`src/rtl/overdrive_pkg.sv`:
```
// Shared types and helpers for the multi-channel overdrive effect.
package overdrive_pkg;

   typedef enum logic [1:0] {
      IDLE,
      MULT,
      CLIP,
      FINISH
   } state_t;

   localparam logic MODE_HARD = 1'b0;
   localparam logic MODE_SOFT = 1'b1;

   // Product width: the sample plus the largest possible left shift, so the gain never overflows.
   function automatic int unsigned calc_pw(input int unsigned width, input int unsigned gain_w);
      return width + (32'd1 << gain_w);
   endfunction

endpackage

```
`src/rtl/overdrive_clip_stage.sv`:
```
// Combinational symmetric hard/soft clipper: PW-bit signed product in, WIDTH-bit sample out.
module overdrive_clip_stage
   import overdrive_pkg::*;
#(
   parameter int unsigned WIDTH      = 16,
   parameter int unsigned GAIN_W     = 3,
   parameter int unsigned CLIP_LEVEL = (32'd1 << (WIDTH - 2)) - 1,
   parameter int unsigned KNEE       = CLIP_LEVEL / 2
) (
   input  logic [calc_pw(WIDTH, GAIN_W)-1:0] prod,
   input  logic                              mode,
   output logic [WIDTH-1:0]                  clipped_c
);

   localparam int unsigned PW = calc_pw(WIDTH, GAIN_W);
   localparam logic [PW-1:0] CLIP_P = PW'(CLIP_LEVEL);
   localparam logic [PW-1:0] KNEE_P = PW'(KNEE);

   logic           neg;
   logic [PW-1:0]  mag;
   logic [PW-1:0]  soft_mag;
   logic [PW-1:0]  y_mag;
   logic [WIDTH-1:0] y_w;

   // Magnitude, knee compression, ceiling, then re-apply the sign (ceiling keeps the result symmetric).
   always_comb begin
      neg      = prod[PW-1];
      mag      = neg ? (PW'(0) - prod) : prod;
      soft_mag = KNEE_P + ((mag - KNEE_P) >> 2);
      y_mag    = mag;
      if ((mode == MODE_SOFT) && (mag > KNEE_P)) begin
         y_mag = soft_mag;
      end
      if (y_mag > CLIP_P) begin
         y_mag = CLIP_P;
      end
      y_w       = WIDTH'(y_mag);
      clipped_c = neg ? (WIDTH'(0) - y_w) : y_w;
   end

endmodule

```
`src/rtl/overdrive_effect_mc.sv`:
```
// Multi-channel overdrive: latches a frame on START, runs each channel through one shared
// gain/clip datapath, and raises DONE once the whole output frame is written.
module overdrive_effect_mc
   import overdrive_pkg::*;
#(
   parameter int unsigned WIDTH      = 16,
   parameter int unsigned CHANNELS   = 2,
   parameter int unsigned GAIN_W     = 3,
   parameter int unsigned CLIP_LEVEL = (32'd1 << (WIDTH - 2)) - 1,
   parameter int unsigned KNEE       = CLIP_LEVEL / 2
) (
   input  logic                      CLK,
   input  logic                      RESET,
   input  logic                      START,
   output logic                      DONE,
   input  logic [GAIN_W-1:0]         gain,
   input  logic                      mode,
   input  logic [CHANNELS*WIDTH-1:0] input_frame,
   output logic [CHANNELS*WIDTH-1:0] output_frame
);

   localparam int unsigned PW   = calc_pw(WIDTH, GAIN_W);
   localparam int unsigned FW   = CHANNELS * WIDTH;
   localparam int unsigned CH_W = (CHANNELS > 1) ? $clog2(CHANNELS) : 1;

   state_t            state_q, state_d;
   logic [CH_W-1:0]   ch_q, ch_d;
   logic [GAIN_W-1:0] gain_q, gain_d;
   logic              mode_q, mode_d;
   logic [FW-1:0]     frame_q, frame_d;
   logic [PW-1:0]     prod_q, prod_d;
   logic [FW-1:0]     out_d;
   logic              done_d;
   logic [WIDTH-1:0]  sample;
   logic [WIDTH-1:0]  clipped_c;

   overdrive_clip_stage #(
      .WIDTH      (WIDTH),
      .GAIN_W     (GAIN_W),
      .CLIP_LEVEL (CLIP_LEVEL),
      .KNEE       (KNEE)
   ) u_clip (
      .prod      (prod_q),
      .mode      (mode_q),
      .clipped_c (clipped_c)
   );

   // State, latches, product and output registers; reset discards any frame in flight.
   always_ff @(posedge CLK or posedge RESET) begin
      if (RESET) begin
         state_q      <= IDLE;
         ch_q         <= '0;
         gain_q       <= '0;
         mode_q       <= MODE_HARD;
         frame_q      <= '0;
         prod_q       <= '0;
         output_frame <= '0;
         DONE         <= 1'b0;
      end else begin
         state_q      <= state_d;
         ch_q         <= ch_d;
         gain_q       <= gain_d;
         mode_q       <= mode_d;
         frame_q      <= frame_d;
         prod_q       <= prod_d;
         output_frame <= out_d;
         DONE         <= done_d;
      end
   end

   // Next-state and datapath control: accept, multiply, clip per channel, then handshake.
   always_comb begin
      state_d = state_q;
      ch_d    = ch_q;
      gain_d  = gain_q;
      mode_d  = mode_q;
      frame_d = frame_q;
      prod_d  = prod_q;
      out_d   = output_frame;
      done_d  = DONE;

      sample = '0;
      for (int unsigned c = 0; c < CHANNELS; c++) begin
         if (ch_q == CH_W'(c)) sample = frame_q[c*WIDTH +: WIDTH];
      end

      case (state_q)
         IDLE: begin
            done_d = 1'b0;
            if (START) begin
               frame_d = input_frame;
               gain_d  = gain;
               mode_d  = mode;
               ch_d    = '0;
               state_d = MULT;
            end
         end
         MULT: begin
            prod_d  = {{(PW-WIDTH){sample[WIDTH-1]}}, sample} << gain_q;
            state_d = CLIP;
         end
         CLIP: begin
            for (int unsigned c = 0; c < CHANNELS; c++) begin
               if (ch_q == CH_W'(c)) out_d[c*WIDTH +: WIDTH] = clipped_c;
            end
            if (ch_q == CH_W'(CHANNELS - 1)) begin
               done_d  = 1'b1;
               state_d = FINISH;
            end else begin
               ch_d    = ch_q + CH_W'(1);
               state_d = MULT;
            end
         end
         FINISH: begin
            if (!START) begin
               done_d  = 1'b0;
               state_d = IDLE;
            end
         end
         default: state_d = IDLE;
      endcase
   end

endmodule

```
`config.mk`:
```
export PLATFORM = sky130hd
export DESIGN_NAME = overdrive_effect_mc
export DESIGN_NICKNAME = d
export VERILOG_FILES = /design/src/rtl/overdrive_pkg.sv /design/src/rtl/overdrive_clip_stage.sv /design/src/rtl/overdrive_effect_mc.sv
export SDC_FILE = /design/constraint.sdc
export NUM_CORES = 1
export LEC_CHECK = 0
export CORE_ASPECT_RATIO = 1.1
export CORE_MARGIN = 3
export CORE_UTILIZATION = 25
export DETAILED_ROUTE_END_ITERATION = 8
export GPL_ROUTABILITY_DRIVEN = 0
export HOLD_SLACK_MARGIN = 0.06
export PLACE_DENSITY = 0.5
export SETUP_SLACK_MARGIN = 0.15
export SLEW_MARGIN = 5
export SYNTH_ARGS = -nofsm -noshare
export SYNTH_HDL_FRONTEND = slang
export SYNTH_HIERARCHICAL = 1
export SYNTH_SLANG_ARGS = --single-unit
```
`constraint.sdc`:
```
create_clock -name CLK -period 10.5 [get_ports CLK]
set_input_delay 1.05 -clock CLK [delete_from_list [all_inputs] [get_ports CLK]]
set_output_delay 1.05 -clock CLK [all_outputs]
set_load 0.02 [all_outputs]
```
After elaboration in Yosys (flattened, before gate mapping)
Cells that the tools add are included.
Operators by class
  add/subtract/negate cells: 5
  magnitude comparators: 2
  equality and inequality tests: 6
  shifts and indexed selects: 1
  multiplexer cells: 15
  bitwise gates (word level): 1
  reductions and logical operators: 10
Operators by type and width (number)
  2-to-1 mux 16 bit: 3
  2-to-1 mux 24 bit: 2
  > comparator 24 x 13 -> 1 bit, second input constant: 1
  > comparator 24 x 14 -> 1 bit, second input constant: 1
  << shifter 24 x 3 -> 24 bit: 1
  subtractor 1 x 24 -> 24 bit, first input constant: 1
  subtractor 24 x 13 -> 24 bit, second input constant: 1
  adder 13 x 22 -> 23 bit, first input constant: 1
  subtractor 1 x 16 -> 16 bit, first input constant: 1
  AND reduction 2 bit: 5
  case mux 2 bit (4 select lines): 1
  2-to-1 mux 2 bit: 3
  inequality test 2 bit, second input constant: 3
  == test 2 bit, second input constant: 2
  2-to-1 mux 1 bit: 4
  case mux 1 bit (3 select lines): 1
  AND reduction 3 bit: 1
  nonzero test 3 bit: 1
  == test 2 x 1 -> 1 bit, second input constant: 1
  zero test 2 bit: 1
  case mux 1 bit (2 select lines): 1
  nonzero test 2 bit: 1
  adder 1 bit, second input constant: 1
  logical AND 1 bit: 1
  inverter 1 bit: 1
Storage, ports and cells
  register bits: 96
  output and inout bits: 33
  word-level logic and storage cells: 49

Longest topological paths before layout
  depth after elaboration: 9
  mapped depth: 25
  gate-level depth less buffers: 20

By module
Netlist, hierarchy kept.
Modules (own cells, without submodules)
  overdrive_effect_mc: instances 1, cells an instance 317, area an instance 4246.6 um^2, sequential area each 2377.3 um^2
  overdrive_clip_stage: instances 1, cells an instance 433, area an instance 2892.8 um^2, sequential area each 0.0 um^2

Least setup slack after synthesis
No wires, ideal clock.
  kind: register to register
  start: reg prod_q[0]
  end: reg output_frame[12]
  library setup time: 66 ps
  data arrival time: 5894 ps
  data required time: 10434 ps
  path slack: 4540 ps
  stages on the path, launching flop included: 25
  period minus slack after synthesis: 5960 ps
  cells stage by stage: dfrtp_1 -> clkbuf_1 -> inv_1 -> ha_1 -> or3b_1 -> clkbuf_2 -> o31ai_1 -> xor2_1 -> clkbuf_1 -> or4_4 -> o211ai_2 -> nand2b_1 -> or3_1 -> a211o_1 -> or4_1 -> buf_2 -> o21ai_2 -> buf_6 -> and2_1 -> ha_1 -> nand4_1 -> nand2b_1 -> o211a_1 -> a2111oi_0 -> mux2_2
Between the ends
  longest elaborated chain between the ends: 9
RTL lines
  start: declaration: RTL line overdrive_effect_mc.sv:31  | logic [PW-1:0] prod_q, prod_d;
  start signal: assignment: RTL line overdrive_effect_mc.sv:65  | prod_q <= prod_d;
  subtractor 1 x 24 -> 24 bit: RTL line overdrive_clip_stage.sv:28  | mag = neg ? (PW'(0) - prod) : prod;
  2-to-1 mux 24 bit *: RTL line overdrive_clip_stage.sv:28
  subtractor 24 x 13 -> 24 bit / > comparator 24 x 13 -> 1 bit (equally long branches): RTL line overdrive_clip_stage.sv:29, overdrive_clip_stage.sv:31
  adder 13 x 22 -> 23 bit / logical AND 1 bit (equally long branches): RTL line overdrive_clip_stage.sv:29, overdrive_clip_stage.sv:31
  2-to-1 mux 24 bit *: RTL line overdrive_clip_stage.sv:31  | if ((mode == MODE_SOFT) && (mag > KNEE_P)) begin
  > comparator 24 x 14 -> 1 bit: RTL line overdrive_clip_stage.sv:34  | if (y_mag > CLIP_P) begin
  2-to-1 mux 16 bit *: RTL line overdrive_clip_stage.sv:34
  subtractor 1 x 16 -> 16 bit: RTL line overdrive_clip_stage.sv:38  | clipped_c = neg ? (WIDTH'(0) - y_w) : y_w;
  2-to-1 mux 16 bit *: RTL line overdrive_clip_stage.sv:38
  via clipped_c[12]: RTL line overdrive_effect_mc.sv:35  | logic [WIDTH-1:0] clipped_c;
  end signal: assignment: RTL line overdrive_effect_mc.sv:66  | output_frame <= out_d;
  end: declaration: RTL line overdrive_effect_mc.sv:19  | output logic [CHANNELS*WIDTH-1:0] output_frame
Mark *: on every way through the listed nets, which the timed path passes. The rest lies on a longest branch.
A chain may end at the register's enable or synchronous reset.

Worst setup path in the final report
  start: reg prod_q[0]
  end: reg output_frame[28]
Same word-level chain as after synthesis.

==> impl_metrics.env <==
export IMPL_grt_pass1_wl_um=31000
export IMPL_yosysMostFrequentCell="dfrtp_1"
export IMPL_ys_seq_area_frac=0.3330
export IMPL_finalSetupViolations=0
export IMPL_post_cts_buffers=0
export IMPL_yosys_top_cells_count="dfrtp_1, nand2_1, mux2_2"
export IMPL_post_route_drc_count=0
export IMPL_multiInputGateArea_um2=4453
export IMPL_ant_nets=0
export IMPL_row_count=64
export IMPL_hold_class="reg2reg"
export IMPL_rsz0062_at_grt="false"
export IMPL_relSlewSlack=0.3071
export IMPL_async_reset_ff_frac=1.000
export IMPL_fmaxAchievable_mhz=140.1
export IMPL_worstSetupPathType="reg2reg"
export IMPL_tns_ps=0
export IMPL_cts_htree_levels=3
export IMPL_hold_violations=0
export IMPL_cts_resized=0
export IMPL_synth_cell_types=89
export IMPL_clock_sinks=95
export IMPL_grt_total_usage=0.1221
export IMPL_clock_root_buffer="clkbuf_16"
export IMPL_antenna_found_initial=0
export IMPL_path_clk_slew_ps=70
export IMPL_io_pins=72
export IMPL_syn_avg_cell_area_um2=9.519
export IMPL_ys_flop_type="dfrtp_1"
export IMPL_die_w_um=167.1
export IMPL_diodes=0
export IMPL_cp_start_kind="flip-flop"
export IMPL_r2r_start="prod_q[0]"
export IMPL_core_um2=27950
export IMPL_regArea_um2=2379
export IMPL_outcome="finished clean"
export IMPL_synthTopCellsByArea="dfrtp_1, mux2_2, mux2i_1"
export IMPL_cp_data_arrival_time_ps=7430
export IMPL_synth_nets=792
export IMPL_yosysTopAreaCellShare=0.3330
export IMPL_via_per_inst=5.231
export IMPL_drt_iter0_drc=474
export IMPL_grt_start_max_net_pins=70
export IMPL_worstHoldStart="output_frame[21]"
export IMPL_final_max_slew_violation_count=0
export IMPL_n_fill_cell=2923
export IMPL_areaGrowthSynthToFinish_pct=17.37
export IMPL_post_route_min_period_ps=7139
export IMPL_drive_gt1_frac=0.1635
export IMPL_cts_tree="built"
export IMPL_cap_violations=0
export IMPL_wl_per_cell_um=16.44
export IMPL_io_buffers=71
export IMPL_path_max_fanout=13
export IMPL_dp_hpwl_um=14200
export IMPL_synth_top_cell_by_area="dfrtp_1"
export IMPL_clk_path_buf_depth=2
export IMPL_firstDrtPassIters=5
export IMPL_tightest_slew_ps=1037
export IMPL_synth_seq_cells=95
export IMPL_grt_ovfl_total=0
export IMPL_critPathLaunch="prod_q[0]"
export IMPL_fin_skew_ps=13.89
export IMPL_die_y_um=183.2
export IMPL_grt_pass1_vias=5766
export IMPL_nets=826
export IMPL_endpoint_kind="flip-flop"
export IMPL_drt_wl_total_um=18940
export IMPL_clk_latency_ps=360
export IMPL_dieArea_um2=30620
export IMPL_numCtsBuffers=9
export IMPL_synth_edff_count=0
export IMPL_hold_buffers=0
export IMPL_critPathRequiredTime_ps=10790
export IMPL_yosys_warnings=6
export IMPL_netlist_area_um2=7139
export IMPL_vias=6026
export IMPL_start_util=0.2555
export IMPL_syn_inst=750
export IMPL_fin_crit_sh=0.6799
==> logic make-up after synthesis <==
| kind of cell | Yosys count | synth area share |
|---|---|---|
| xor gates and xnor gates | 38 | 0.04872 |
| adders and majority gates | 3 | 0.005258 |
| buffers and inverters | 64 | 0.04399 |
| AOI/OAI and AO/OA | 191 | 0.2075 |
| muxes | 108 | 0.1760 |
| and+or+nand+nor | 251 | 0.1856 |
| DFF | 95 | 0.3330 |
==> through the flow <==
stage	cell area, µm²	cells	setup WS (ps)	util	hold WS, ps
floorplan	7139	750	4540	-	444.6
global placement	8074	1136	3598	0.2889	489.0
detailed placement	8074	1136	3438	0.2889	494.6
CTS	8379	1152	3369	0.2998	511.1
global route	8379	1152	2748	0.2998	516.0
finish	8379	1152	3361	0.2998	505.0
==> flip-flops by register name, summed over array words and instances (netlist names) <==
| name | count |
|---|---|
| mode_q | 1 |
| ch_q | 1 |
| state_q | 2 |
| gain_q | 3 |
| DONE | 1 |
| frame_q | 32 |
| output_frame | 32 |
| prod_q | 23 |
==> cell usage in the layout, fill, tap and decap left out, drive strengths merged, types with 4 or more instances in the layout <==
| cell type | netlist | layout |
|---|---|---|
| o41ai | 5 | 5 |
| xnor2 | 20 | 20 |
| buf | 26 | 4 |
| or4 | 6 | 6 |
| inv | 11 | 15 |
| nor2b | 4 | 4 |
| o21ai | 32 | 32 |
| a211oi | 16 | 16 |
| o31a | 4 | 4 |
| a211o | 9 | 9 |
| a21o | 4 | 4 |
| and3 | 6 | 6 |
| or3 | 12 | 12 |
| mux2 | 71 | 71 |
| nand2 | 80 | 80 |
| mux4 | 6 | 6 |
| nor4 | 14 | 14 |
| nand2b | 14 | 14 |
| dfrtp | 95 | 95 |
| xor2 | 18 | 18 |
| mux2i | 31 | 31 |
| nor3 | 20 | 20 |
| a22oi | 15 | 15 |
| a2111oi | 6 | 6 |
| clkbuf | 26 | 9 |
| clkdlybuf4s50 | 0 | 71 |
| nand3 | 18 | 18 |
| a21oi | 24 | 24 |
| a22o | 5 | 5 |
| or2 | 4 | 4 |
| and2 | 8 | 8 |
| o221ai | 13 | 13 |
| nor2 | 38 | 38 |
| nand4 | 11 | 11 |
| o211ai | 10 | 10 |
| o31ai | 12 | 12 |
==> path summary, 6_finish.rpt <==
check	endpoint	slack [ps]	cells past startpoint
max in group asynchronous	prod_q[22]	8260	3
min reg2reg	output_frame[21]	500	1
max	output_frame[28]	3360	19
max reg2reg	output_frame[28]	3360	19
min	output_frame[21]	500	1
min in group asynchronous	state_q[0]	1080	2
==> routing by layer <==
layer,track usage,vias to the layer above,part of all wire
li1,-,2922,-
met1,0.1669,2905,0.47
met2,0.2026,176,0.47
met3,0.02048,23,0.048
met4,0.02970,0,0.016
met5,0,-,0
==> critical path, cell delays in order (launching register included) <==
cell,delay (ps)
dfrtp_1,510
inv_1,130
ha_1,400
or3b_1,510
o31ai_1,420
xor2_1,690
and3_1,370
nand2_1,90
a221oi_2,480
o21ai_0,170
a211o_1,300
or4_1,670
o21ai_2,490
and2_1,220
ha_1,180
nand4_1,170
nand2b_1,270
o211a_1,270
a2111oi_0,490
mux2_2,250
==> area by class of cell <==
type	count	share of cell area
Timing Repair Buffer	75	0.08840
Multi-Input combinational cell	591	0.5314
Sequential cell	95	0.2839
Tap cell	363	0.05420
Clock buffer	9	0.02688
Clock inverter	7	0.009557
Inverter	12	0.005674
Power is left out: the tool's default activity adds up to more than one toggle a clock period on the data nets, which glitch-free logic cannot reach.
==> patch 1 (same settings) <==
Make the reset (`RESET`) synchronous in one clocked block.
--- a/src/rtl/overdrive_effect_mc.sv
+++ b/src/rtl/overdrive_effect_mc.sv
@@ -47,5 +47,5 @@
 
    // State, latches, product and output registers; reset discards any frame in flight.
-   always_ff @(posedge CLK or posedge RESET) begin
+   always_ff @(posedge CLK) begin
       if (RESET) begin
          state_q      <= IDLE;
Behaviour: differs if RESET is asserted again (counterexample within 4 cycles, from zero or initial values and one cycle with RESET high); with RESET held inactive, the same outputs for 4 cycles.
==> patch 1 against the original RTL <==
First-iteration DRC count rose by 8.4%; design area fell by 0.69%; routed wire length rose by 14%; count of clock-buffer cells in the layout rose by 2; synthesized area barely moved; critical path depth rose by 1; sequential cell count did not move; via count rose by 14%; worst setup slack got worse by 0.0036 ns; die area barely moved.
==> patch 1: results (changes against the original RTL) <==
Layout
  – Largest regs: frame_q (32), output_frame (32), prod_q (23) (unchanged)
  – Layout Cells excl Fill: 1307 (was 1152)
  – Diodes inserted: 0 (unchanged)
  – Final nets: 981 (was 826)
  – Proportion of layout cells with a drive suffix above 1: 0.09216 (was 0.1635)

Worst setup path
  – Critical-path maximum fanout: 13 (unchanged)
  – Arr. time, crit path: 7.41 ns (was 7.43 ns)
  – Crit-path slowest cell: xor2_1 (unchanged)
  – Buf/Inv on CP: 1 (unchanged)
  – CP top delay family: compound AO/OA/AOI/OAI gates (unchanged)
  – Max stage delay on crit path: 0.71 ns (was 0.69 ns)

GRT
  – First-pass GRT wire length: 34.67 mm (was 31.00 mm)
  – GR Util All Layers: 0.1364 (was 0.1221)
  – Vias in the first global route: 6456 (was 5766)
  – Initial antenna violation count: 0 (unchanged)
  – Pin count of the biggest net entering global routing: 99 (was 70)

Clocking
  – Clk Latency, worst-skew pair: ~0.35 ns
  – Clock slew at reported path FFs: 0.07 ns (about the same)
  – CTS max path bufs: 2 (unchanged)
  – Root Buffer: clkbuf_16 (unchanged)
  – Post_cts resized: 0 (unchanged)
  – CTS H-Tree Depth: 3 (unchanged)
  – Post-CTS Setup Bufs: 0 (unchanged)
  – CTS Buf Count: 9 (unchanged)

Logic synthesis
  – Post-synth ARST share: 0 (was 1.000)
  – Adder-Cell Fraction of Synth Area: 0.005254 (was 0.005258)
  – Post-Syn Instances: 924 (was 750)
  – Area contributors post-synth: dfxtp_1 (27%), nand2_1 (9.9%), a21oi_1 (6.7%) (was dfrtp_1 (33%), mux2_2 (11%), mux2i_1 (4.3%))
  – Mux cell area share after synthesis: 0.1168 (was 0.1760)
  – Syn nets: 966 (was 792)
  – Post-synth top cells: nand2_1 (188), a21oi_1 (95), dfxtp_1 (95) (was dfrtp_1 (95), nand2_1 (80), mux2_2 (70))
  – Number of synthesized flops with an enable pin: 0 (unchanged)
  – Synth warn: 6 (unchanged)
  – Library cells used by synthesis: 87 (was 89)
  – Top FF cell, synth: dfxtp_1 (was dfrtp_1)
  – Sequential fraction of the synthesis area: 0.2662 (was 0.3330)
  – Post-synthesis xor/xnor area fraction: 0.04869 (was 0.04872)
  – Compound-Gate Fraction of Synth Area: 0.2406 (was 0.2075)

Drt
  – Vias per inst: 5.251 (was 5.231)
  – DRT iter0 DRCs: 514 (was 474)
  – WL/cell: 16.51 um (was 16.44 um)
  – Pre-Repair DR Iteration Count: 5 (unchanged)

STA
  – Relative slew slack: 0.2897 (was 0.3071)
  – Skew final: 0.01105 ns (was 0.01389 ns)

Place
  – Number of port buffers: 71 (unchanged)
  – Detailed placer's ending HPWL: 16.36 mm (was 14.20 mm)

Run status
  – Outcome: finished clean (unchanged)

Pwr
  – Leak Pwr: about 2.9 nW
  – Worst vdd ir: between 70 and 80 uV

Hold path
  – Worst hold path class: flip-flop to flip-flop (unchanged)
## patch 1: cell count changes after synthesis, moves of 9 or more
| cell | delta |
|---|---|
| nor3_1 | +14 |
| nand2_1 | +108 |
| mux2i_1 | -17 |
| a22oi_1 | -11 |
| nor2_1 | +22 |
| dfrtp_1 | -95 |
| clkbuf_1 | +21 |
| dfxtp_1 | +95 |
| o221ai_1 | -10 |
| a21oi_1 | +72 |
| mux2_1 | +15 |
| mux2_2 | -64 |
| o22ai_1 | +9 |
| mux4_2 | +11 |
## patch 1: per-stage QoR
stage / setup slack [ns] / total power [W] / hold slack, ns / util / cell area (sq um)
after floorplan: 4.584 / 0.0007513 / 0.4417 / - / 7144
after CTS: 3.420 / 0.001216 / 0.4565 / 0.2977 / 8319
after global routing: 2.658 / 0.001283 / 0.4731 / 0.2978 / 8322
final: 3.358 / 0.001209 / 0.4542 / 0.2978 / 8322
after global placement: 3.636 / 0.0008652 / 0.4446 / 0.2864 / 8005
after detailed placement: 3.443 / 0.0008668 / 0.4465 / 0.2864 / 8005
## patch 1: area by class of cell
type                            count  area (sq um)
Inverter                           10         37.54
Sequential cell                    95          1903
Tap cell                          363         454.2
Multi-Input combinational cell    745          4855
Timing Repair Buffer               78         758.2
Fill cell                        2987         19630
Clock buffer                       11         252.7
Clock inverter                      5         61.31
## patch 1: path summary, 6_finish.rpt
check | end | cells past startpoint | slack [ns] | startpoint
worst min-delay path | output_frame[6] | 2 | 0.45 | output_frame[6]
worst max register to register | output_frame[28] | 20 | 3.36 | prod_q[0]
worst max-delay path | output_frame[28] | 20 | 3.36 | prod_q[0]
worst min register to register | output_frame[6] | 2 | 0.45 | output_frame[6]
## patch 1: tightest hold or removal path: stages, from the launching register on
cell	delay, ns
dfxtp_1	0.31
nand2_1	0.05
a21oi_1	0.05
## patch 1: layer usage
| metal | GRT usage | wire length, um |
|---|---|---|
| met4 | 0.04354 | 453 |
| met5 | 0 | 0 |
| met2 | 0.2316 | 10300 |
| met1 | 0.1810 | 10120 |
| met3 | 0.01746 | 710 |
## patch 1: kinds of logic after synthesis
group / count (synthesis)
mux: 58
compound gates: 247
simple gates: 399
fa+ha+maj: 3
buf+inv: 84
flops: 95
xor+xnor: 38
## patch 1: power by group
group,leakage (nW),internal (W),switching (W)
clock,0.157,0.000200,0.000145
combinational,1.93,0.000171,0.000281
sequential,0.775,0.000381,0.0000297
==> patch 2 (same settings) <==
Made on the original files. `GAIN_W` is set to 3 in 2 places; all go to 2.
--- a/src/rtl/overdrive_clip_stage.sv
+++ b/src/rtl/overdrive_clip_stage.sv
@@ -4,5 +4,5 @@
 #(
    parameter int unsigned WIDTH      = 16,
-   parameter int unsigned GAIN_W     = 3,
+   parameter int unsigned GAIN_W     = 2,
    parameter int unsigned CLIP_LEVEL = (32'd1 << (WIDTH - 2)) - 1,
    parameter int unsigned KNEE       = CLIP_LEVEL / 2
--- a/src/rtl/overdrive_effect_mc.sv
+++ b/src/rtl/overdrive_effect_mc.sv
@@ -6,5 +6,5 @@
    parameter int unsigned WIDTH      = 16,
    parameter int unsigned CHANNELS   = 2,
-   parameter int unsigned GAIN_W     = 3,
+   parameter int unsigned GAIN_W     = 2,
    parameter int unsigned CLIP_LEVEL = (32'd1 << (WIDTH - 2)) - 1,
    parameter int unsigned KNEE       = CLIP_LEVEL / 2
Ports: changed (resized gain); port bits go from 72 to 71. No check against the original RTL was run, so the function may have changed too.
==> patch 2 against the original RTL <==
Global-route usage is essentially flat; synthesized cell count decreased by 13%; sequential cell count decreased by 5; fmax grew 4.6%; synthesized area decreased by 11%; via count down 14%; worst setup slack gained 0.31 ns; utilization grew 0.44 points; design area down 10%; first-iteration DRC count fell by 11%; clock skew is 0.0014 ns lower; routed wire length is 13% lower.
Power is left out: the tool's default activity adds up to more than one toggle a clock period on the data nets, which glitch-free logic cannot reach.
==> patch 2: results (changes against the original RTL) <==
Run status
  – Outcome: finished clean (unchanged)

Worst setup path
  – Max stage delay on crit path: 0.63 ns (was 0.69 ns)
  – Critical-path maximum fanout: 22 (was 13)
  – Crit-path slowest cell: ha_1 (was xor2_1)
  – Cells on worst reg2reg path: 21 (was 19)
  – Crit Reg-Reg Startpoint: prod_q[0] (unchanged)
  – Arr. time, crit path: 7.06 ns (was 7.43 ns)
  – Crit path capture: output_frame[12] (was output_frame[28])
  – R2R Setup Slk: 3.68 ns (was 3.36 ns)
  – Kind of critical path: flip-flop to flip-flop (unchanged)

Clocking
  – Clock slew at reported path FFs: 0.07 ns (about the same)
  – Post-CTS Setup Bufs: 0 (unchanged)
  – CTS H-Tree Depth: 3 (unchanged)
  – Clk Latency, worst-skew pair: 0.35 ns
  – CTS Buf Count: 9 (unchanged)
  – CTS max path bufs: 2 (unchanged)
  – Post_cts resized: 0 (unchanged)
  – Root Buffer: clkbuf_16 (unchanged)

Drt
  – WL final: 16.53 mm (was 18.94 mm)
  – Total number of vias: 5212 (was 6026)
  – DRT iter0 DRCs: 421 (was 474)
  – Vias per inst: 5.186 (was 5.231)
  – Pre-Repair DR Iteration Count: 5 (unchanged)

Layout
  – # fillers: 2645 (was 2923)
  – Largest regs: frame_q (32), output_frame (32), prod_q (19) (was frame_q (32), output_frame (32), prod_q (23))
  – Diodes inserted: 0 (unchanged)
  – Proportion of layout cells with a drive suffix above 1: 0.2000 (was 0.1635)
  – Final nets: 731 (was 826)

Logic synthesis
  – Post-synth top cells: dfrtp_1 (90), mux2_2 (83), nand2_1 (60) (was dfrtp_1 (95), nand2_1 (80), mux2_2 (70))
  – Library cells used by synthesis: 81 (was 89)
  – Top FF cell, synth: dfrtp_1 (unchanged)
  – Sequential fraction of the synthesis area: 0.3531 (was 0.3330)
  – Post-synth ARST share: 1.000 (unchanged)
  – Area contributors post-synth: dfrtp_1 (35%), mux2_2 (15%), nand2_1 (3.5%) (was dfrtp_1 (33%), mux2_2 (11%), mux2i_1 (4.3%))
  – Synth warn: 6 (unchanged)
  – Syn nets: 693 (was 792)

STA
  – Relative slew slack: 0.2516 (was 0.3071)
  – Skew final: 0.01247 ns (was 0.01389 ns)

GRT
  – First-pass GRT wire length: 27.64 mm (was 31.00 mm)
  – Initial antenna violation count: 0 (unchanged)
  – GR Util All Layers: 0.1221 (about the same)
  – Pin count of the biggest net entering global routing: 62 (was 70)

Place
  – Number of port buffers: 70 (was 71)
  – Detailed placer's ending HPWL: 12.02 mm (was 14.20 mm)

Hold path
  – Worst hold path class: flip-flop to flip-flop (unchanged)
[patch 2: changes by cell type in the layout (fill, tap and decap cells not counted), moves of 10 or more]
cell      change
mux2_2       +13
o21ai_0      -11
mux2i_1      -16
nand2_1      -20
o22ai_1      +29
o31ai_1      +10
a31oi_1      +12
o221ai_1     -13
a22oi_1      -15
nor3_1       -10
[patch 2: stage by stage]
step	setup slack (ns)	area [sq um]	std cells	hold WS [ns]	utilization
after floorplan	4.816	6377	652	0.4431	-
after global placement	3.917	7234	989	0.4841	0.2920
after detailed placement	3.757	7234	989	0.4922	0.2920
after CTS	3.734	7537	1005	0.5101	0.3042
after global routing	2.982	7537	1005	0.5132	0.3042
final	3.675	7537	1005	0.5047	0.3042
[patch 2: per-layer routing]
metal / GRT usage / wire, um
met5: 0 / 0
met4: 0.03514 / 274
met3: 0.01473 / 406
met2: 0.2001 / 8126
met1: 0.1686 / 7719
[patch 2: layout make-up]
class | instances | area [sq um] | area share
clock buffer | 10 | 229.0 | 0.03038
clock inverter | 6 | 73.82 | 0.009794
inverter | 10 | 38.79 | 0.005146
multi-input combinational | 504 | 3816 | 0.5063
sequential | 90 | 2253 | 0.2990
tap | 310 | 387.9 | 0.05146
timing repair buffer | 75 | 738.2 | 0.09794
[patch 2: worst min-delay path by stage]
| stage | startpoint | end | slack [ns] | cells past startpoint |
|---|---|---|---|---|
| floorplan | prod_q[8] | prod_q[8] | 0.44 | 2 |
| global placement | frame_q[26] | frame_q[26] | 0.48 | 1 |
| detailed placement | frame_q[31] | frame_q[31] | 0.49 | 1 |
| CTS | frame_q[6] | frame_q[6] | 0.51 | 1 |
| global route | frame_q[24] | frame_q[24] | 0.51 | 1 |
| finish | frame_q[20] | frame_q[20] | 0.50 | 1 |
[patch 2: cell families after synthesis]
| group | synth area share |
|---|---|
| simple gates | 0.1672 |
| compound gates | 0.2029 |
| mux | 0.1772 |
| flops | 0.3531 |
| buf+inv | 0.04846 |
| xor+xnor | 0.04532 |
| fa+ha+maj | 0.005886 |
[patch 2: worst max-delay path: cells and delay by family, from the launching register on]
family | cells | cell delay (ns)
and+or+nand+nor | 8 | 2.57
DFF | 1 | 0.59
AOI/OAI and AO/OA | 7 | 2.11
muxes | 2 | 0.39
xor gates and xnor gates | 1 | 0.10
adders and majority gates | 2 | 0.81
buffers and inverters | 1 | 0.13
